===== src/rtl/seq_alu_pkg.sv =====
// Shared types and widths for the serial-ALU request dispatcher.
package seq_alu_pkg;

   localparam int DATA_W = 32;
   localparam int CTRL_W = 5;
   localparam int TAG_W  = 4;

   // Dispatcher sequencing: pop a request, pulse start, wait for done, hold result.
   typedef enum logic [1:0] {
      IDLE,
      LAUNCH,
      WAIT,
      HOLD
   } state_t;

   // One queued request as seen by the FIFO.
   typedef struct packed {
      logic [DATA_W-1:0] a;
      logic [DATA_W-1:0] b;
      logic              cin;
      logic [CTRL_W-1:0] ctrl;
      logic [TAG_W-1:0]  tag;
   } req_t;

endpackage


===== src/rtl/seq_alu_fifo.sv =====
// Synchronous request FIFO for the dispatcher. No bypass: a word written at
// one edge is visible at the head from the following cycle.
module seq_alu_fifo
   import seq_alu_pkg::*;
#(
   parameter int DEPTH = 4
) (
   input  logic                   clk,
   input  logic                   rst,
   input  logic                   push,
   input  req_t                   push_data,
   input  logic                   pop,
   output req_t                   pop_data,
   output logic                   full,
   output logic                   empty,
   output logic [$clog2(DEPTH):0] count
);

   localparam int PTR_W = $clog2(DEPTH);

   req_t             mem [DEPTH];
   logic [PTR_W-1:0] wr_ptr;
   logic [PTR_W-1:0] rd_ptr;
   logic             do_push;
   logic             do_pop;

   assign do_push  = push && !full;
   assign do_pop   = pop && !empty;
   assign full     = (count == (PTR_W+1)'(DEPTH));
   assign empty    = (count == '0);
   assign pop_data = mem[rd_ptr];

   // Storage write; the entry is only read once count says it is valid.
   // NOTE: the data array has no reset -- it is never read before being
   // written, and leaving it out keeps it in plain RAM/flop cells without a reset tree.
   always_ff @(posedge clk) begin
      if (do_push) begin
         mem[wr_ptr] <= push_data;
      end
   end

   // Pointers wrap naturally at DEPTH (power of two); count tracks occupancy.
   // NOTE: sequential state uses non-blocking assignments so every register
   // samples pre-edge values regardless of statement order.
   always_ff @(posedge clk or posedge rst) begin
      if (rst) begin
         wr_ptr <= '0;
         rd_ptr <= '0;
         count  <= '0;
      end else begin
         if (do_push) begin
            wr_ptr <= wr_ptr + 1'b1;
         end
         if (do_pop) begin
            rd_ptr <= rd_ptr + 1'b1;
         end
         case ({do_push, do_pop})
            2'b10:   count <= count + 1'b1;
            2'b01:   count <= count - 1'b1;
            default: count <= count;
         endcase
      end
   end

endmodule


===== src/rtl/seq_alu_dispatcher.sv =====
// Front end for the bit-serial adder: queues requests, launches them one at a
// time, edge-detects add_done and returns results over a valid/ready port.
// Optional feature macro: SEQ_ALU_TIMEOUT_EN (abort a request stuck in WAIT
// after TIMEOUT cycles and return it with rsp_err=1).
module seq_alu_dispatcher
   import seq_alu_pkg::*;
#(
   parameter int DEPTH   = 4,
   parameter int TIMEOUT = 48
) (
   input  logic        clk,
   input  logic        rst,
   input  logic        req_valid,
   output logic        req_ready,
   input  logic [31:0] req_a,
   input  logic [31:0] req_b,
   input  logic        req_cin,
   input  logic [4:0]  req_ctrl,
   input  logic [3:0]  req_tag,
   output logic [31:0] add_a,
   output logic [31:0] add_b,
   output logic        add_cin,
   output logic [4:0]  add_ctrl,
   output logic        add_start,
   input  logic        add_done,
   input  logic [31:0] add_sum,
   input  logic        add_cout,
   output logic        rsp_valid,
   input  logic        rsp_ready,
   output logic [31:0] rsp_sum,
   output logic        rsp_cout,
   output logic [3:0]  rsp_tag,
   output logic        rsp_err
);

   req_t                   fifo_in;
   req_t                   fifo_head;
   logic                   fifo_full;
   logic                   fifo_empty;
   logic                   fifo_pop;
   logic [$clog2(DEPTH):0] fifo_count;
   logic                   unused_fifo_count;

   state_t           state;
   logic             add_done_q;
   logic [TAG_W-1:0] op_tag;

   assign fifo_in   = '{a: req_a, b: req_b, cin: req_cin, ctrl: req_ctrl, tag: req_tag};
   assign req_ready = !fifo_full;
   assign fifo_pop  = (state == IDLE) && !fifo_empty;

   // Occupancy is exposed by the FIFO but flow control only needs full/empty.
   assign unused_fifo_count = ^fifo_count;

   seq_alu_fifo #(
      .DEPTH (DEPTH)
   ) u_fifo (
      .clk       (clk),
      .rst       (rst),
      .push      (req_valid),
      .push_data (fifo_in),
      .pop       (fifo_pop),
      .pop_data  (fifo_head),
      .full      (fifo_full),
      .empty     (fifo_empty),
      .count     (fifo_count)
   );

`ifdef SEQ_ALU_TIMEOUT_EN
   localparam int CNT_W = $clog2(TIMEOUT + 1);
   logic [CNT_W-1:0] wait_cnt;
`else
   localparam int unused_timeout = TIMEOUT;
   assign rsp_err = 1'b0;
`endif

   // Dispatcher FSM with all adder and response outputs registered.
   always_ff @(posedge clk or posedge rst) begin
      if (rst) begin
         state      <= IDLE;
         add_start  <= 1'b0;
         add_a      <= '0;
         add_b      <= '0;
         add_cin    <= 1'b0;
         add_ctrl   <= '0;
         op_tag     <= '0;
         add_done_q <= 1'b0;
         rsp_valid  <= 1'b0;
         rsp_sum    <= '0;
         rsp_cout   <= 1'b0;
         rsp_tag    <= '0;
`ifdef SEQ_ALU_TIMEOUT_EN
         rsp_err    <= 1'b0;
         wait_cnt   <= '0;
`endif
      end else begin
         // Sampled every cycle so a done level left over from the previous
         // operation is already in add_done_q when WAIT is entered.
         add_done_q <= add_done;
         add_start  <= 1'b0;
         case (state)
            IDLE: begin
               if (!fifo_empty) begin
                  add_a     <= fifo_head.a;
                  add_b     <= fifo_head.b;
                  add_cin   <= fifo_head.cin;
                  add_ctrl  <= fifo_head.ctrl;
                  op_tag    <= fifo_head.tag;
                  add_start <= 1'b1;
                  state     <= LAUNCH;
               end
            end
            LAUNCH: begin
               state <= WAIT;
`ifdef SEQ_ALU_TIMEOUT_EN
               wait_cnt <= '0;
`endif
            end
            WAIT: begin
               if (add_done && !add_done_q) begin
                  rsp_sum   <= add_sum;
                  rsp_cout  <= add_cout;
                  rsp_tag   <= op_tag;
                  rsp_valid <= 1'b1;
                  state     <= HOLD;
`ifdef SEQ_ALU_TIMEOUT_EN
                  rsp_err   <= 1'b0;
               end else if (wait_cnt == CNT_W'(TIMEOUT - 1)) begin
                  rsp_sum   <= '0;
                  rsp_cout  <= 1'b0;
                  rsp_tag   <= op_tag;
                  rsp_err   <= 1'b1;
                  rsp_valid <= 1'b1;
                  state     <= HOLD;
               end else begin
                  wait_cnt <= wait_cnt + 1'b1;
`endif
               end
            end
            HOLD: begin
               if (rsp_ready) begin
                  rsp_valid <= 1'b0;
                  state     <= IDLE;
               end
            end
            default: state <= IDLE;
         endcase
      end
   end

endmodule


===== config.mk =====
export PLATFORM = sky130hd
export DESIGN_NAME = seq_alu_dispatcher
export DESIGN_NICKNAME = d
export VERILOG_FILES = /design/src/rtl/seq_alu_pkg.sv /design/src/rtl/seq_alu_fifo.sv /design/src/rtl/seq_alu_dispatcher.sv
export SDC_FILE = /design/constraint.sdc
export NUM_CORES = 1
export LEC_CHECK = 0
export ABC_AREA = 0
export BUFFER_PORTS_ARGS = -buffer_cell sky130_fd_sc_hd__clkbuf_2
export CELL_PAD_IN_SITES_DETAIL_PLACEMENT = 1
export CELL_PAD_IN_SITES_GLOBAL_PLACEMENT = 2
export CORE_MARGIN = 2
export CORE_UTILIZATION = 40
export DETAILED_ROUTE_END_ITERATION = 12
export PLACE_DENSITY = 0.72
export SLEW_MARGIN = 10
export SYNTH_ARGS = -nofsm -noshare
export SYNTH_HDL_FRONTEND = slang
export SYNTH_HIERARCHICAL = 1
export SYNTH_SLANG_ARGS = --single-unit

===== constraint.sdc =====
create_clock -name clk -period 4.2 [get_ports clk]
set_input_delay 0.63 -clock clk [delete_from_list [all_inputs] [get_ports clk]]
set_output_delay 0.63 -clock clk [all_outputs]
set_load 0.05 [all_outputs]

==> metrics.yaml <==
setup_path:
  max_stage_delay_ns: 0.57
  cp_num_buf_inv: 3
  crit_path_max_fanout: 49
  cp_slowest_cell: "buf_4"
  end_kind: "flop"
  worst_setup_path_start_kind: "flop"
  worstPathArrival_ns: 2.97
  critPathTopFamily: "buffers and inverters"
  crit_top_cell: "buf_4"
  required_ns: 4.62
  crit_type: "reg2reg"
  crit_chain: "inv_1 > ha_1 > nor2b_4 > buf_4 > buf_4 > mux2_2"
clock_tree:
  path_clk_slew_ns: 0.07
  hold_buffers: 0
  clock_latency_ns: 0.54
  post_cts_resized: 0
  cts.sink_count: 419
  cts_buffers: 44
  cts_root_buf: "clkbuf_16"
  cts_buffer_depth: 3
  cts_setup_buffers: 0
  cts_tree: "done"
  htreeDepth: 2
global_routing:
  grt_first_pass_wirelength_um: 50700
  grt_max_degree: 90
  gr-total-overflow: 0
  gr-usage-all-layers_pct: 16.4
  grt_pass1_vias: 8182
  antenna_found_initial: 1
finish:
  fill_cells: 3580
  drive_gt1_share_pct: 49.1
  final_nets: 1062
  final_cell_mix: "edfxtp_1 (296), clkbuf_2 (221), dfrtp_1 (121)"
  syn_to_final_growth_pct: 20.1
  layout.cells.non_filler: 1494
  layout_commonest_cell: "edfxtp_1"
timing:
  tns_ns: 0
  finalCriticalPeriod_ns: 2.54
  clock_skew_ns: 0.0125
  slew_viol_final: 0
  fmax_ghz: 0.393
  hold_viol: 0
  rsz0062_at_grt: "no"
  period_share_pct: 60.6
  tightest_slew_ns: 0.967
  relSlewSlack_pct: 35.5
  setup_viol: 0
logic_synthesis:
  ys_types: 31
  yosysWarnings: 6
  netlist_area_mm2: 0.0157
  ys_seq_area_share_pct: 76.3
  synth_area_leaders: "edfxtp_1 (57%), dfrtp_1 (20%), mux4_2 (11%)"
  syn_nets: 810
  synth_edf_count: 296
  synth_ff_type: "edfxtp_1"
  synth_seq_cells: 419
  async_reset_ff_share_pct: 29.4
  yosysTopAreaCell: "edfxtp_1"
  syn_area_per_cell_um2: 22.8
  yosysTopAreaCellShare_pct: 56.7
  synth_cells: 687
pwr:
  ir_drop_mv: 0.495
  clkPwrFrac_pct: 25.1
  powerDensity_mw_per_mm2: 850
  p_sw_w: 0.00580
  combPwrFrac_pct: 34.7
  seq_power_share_pct: 40.2
  switching_share_pct: 36.2
  intPower_w: 0.0102
  leakage_nw: 7.22
routing:
  wl_um: 32600
  via_per_inst: 4.93
  drt_first_iter_violations: 396
  firstDrtPassIters: 4
  postRouteAntennaNets: 0
  drc: 0
  wl_per_cell_um: 21.8
  vias: 7364
placement:
  port_buffers: 221
  place_inst: 1411
  place_hpwl_um: 20700
  routabilityCongestion: 0.696
die:
  die_h_um: 202
  io_pins: 223
  die_w_um: 202
  rows: 72
  coreArea_mm2: 0.0386
  die-area_mm2: 0.0408
  initial_core_util_pct: 40.6
run_status:
  outcome: "finished, final reports clean"
worst_hold_path:
  hold_class: "in2async"
run:
  max-cap-violations: 0
## layout make-up
cell class,instances,area [µm²],share of cell area [%]
Clock inverter,16,201,1.07
Timing Repair Buffer,235,1220,6.49
Antenna cell,1,2.50,0.0133
Clock buffer,66,1330,7.04
Multi-Input combinational cell,227,3420,18.1
Tap cell,518,648,3.44
Inverter,12,50.0,0.266
Sequential cell,419,12000,63.5
## stage by stage
stage	util [%]	instance area, µm²	total power [W]	setup slack (ns)	hold WS (ns)
2_1_floorplan	-	15700	0.0108	0.498	0.433
3_3_place_gp	44.8	17300	0.0121	1.54	0.470
3_5_place_dp	44.8	17300	0.0122	1.51	0.479
4_1_cts	48.8	18800	0.0163	1.59	0.0578
5_1_grt	48.8	18800	0.0168	1.47	0.0802
6_report	48.8	18800	0.0160	1.66	0.0712
## logic make-up (layout without fill, tap and decap cells)
family                     count (synthesis)  after routing  synth area share (%)
AOI/OAI and AO/OA                          3              3                 0.183
DFF                                      419            419                  76.3
other                                      1              2                0.0239
adders and majority gates                 11             11                 0.925
xor gates and xnor gates                   6              6                 0.335
muxes                                    189            189                  19.6
buffers and inverters                     41            329                  2.02
and+or+nand+nor                           17             17                 0.654
## worst register-to-register path: cells and delay by family, from the launching register on
| kind | cells | cell delay [ns] |
|---|---|---|
| adders and majority gates | 1 | 0.20 |
| DFF | 1 | 0.38 |
| buffers and inverters | 3 | 1.29 |
| muxes | 1 | 0.40 |
| and+or+nand+nor | 1 | 0.14 |
## layer usage
layer	vias up	share of wire (%)	wire [µm]	global-route usage (%)
met1	3897	42	13600	21.1
met4	0	2.1	685	4.75
met3	47	4.5	1460	3.27
met2	174	52	16900	28.4
li1	3246	-	-	-
met5	-	0	0	0
## registers in the layout, indices dropped and copies added (netlist names)
signal and count:
add_cin 1, add_a 32, rsp_cout 1, u_fifo/mem 296
u_fifo/rd_ptr 2, u_fifo/count 3, add_ctrl 5, add_start 1
rsp_valid 1, rsp_sum 32, add_b 32, add_done_q 1
op_tag 4, u_fifo/wr_ptr 2, state 2, rsp_tag 4
## path summary, 6_finish.rpt
kind	startpoint	slack [ns]	cells after the start	to
worst max-delay path	state[0]	1.66	6	add_a[4]
worst min-delay path	rst	0.07	2	u_fifo/wr_ptr[1]
worst max register to register	state[0]	1.66	6	add_a[4]
worst min register to register	add_b[7]	0.49	1	add_b[7]
max in group asynchronous	rst	3.09	3	add_b[14]
min in group clk	add_done	0.23	1	add_done_q
## power groups by stage
stage                     clock (W)  combinational (W)  sequential [W]
final                       0.00402            0.00556         0.00644
after global routing        0.00430            0.00589         0.00662
after CTS                   0.00413            0.00568         0.00649
after detailed placement          0            0.00567         0.00656
after global placement            0            0.00559         0.00650
after floorplan                   0            0.00275         0.00807
## Yosys cell counts, types with 2 or more instances
cell type,instances
xor2_1,3
buf_4,9
mux2i_1,2
inv_1,12
edfxtp_1,296
buf_6,5
clkbuf_1,2
mux2_1,22
ha_1,10
mux2_4,30
dfrtp_1,123
buf_12,5
mux2_2,61
nand2_1,3
nand2b_1,2
and2_1,4
buf_2,8
mux4_2,74
nor2_1,2
xnor2_1,3
Power figures use the tool's default switching activity.
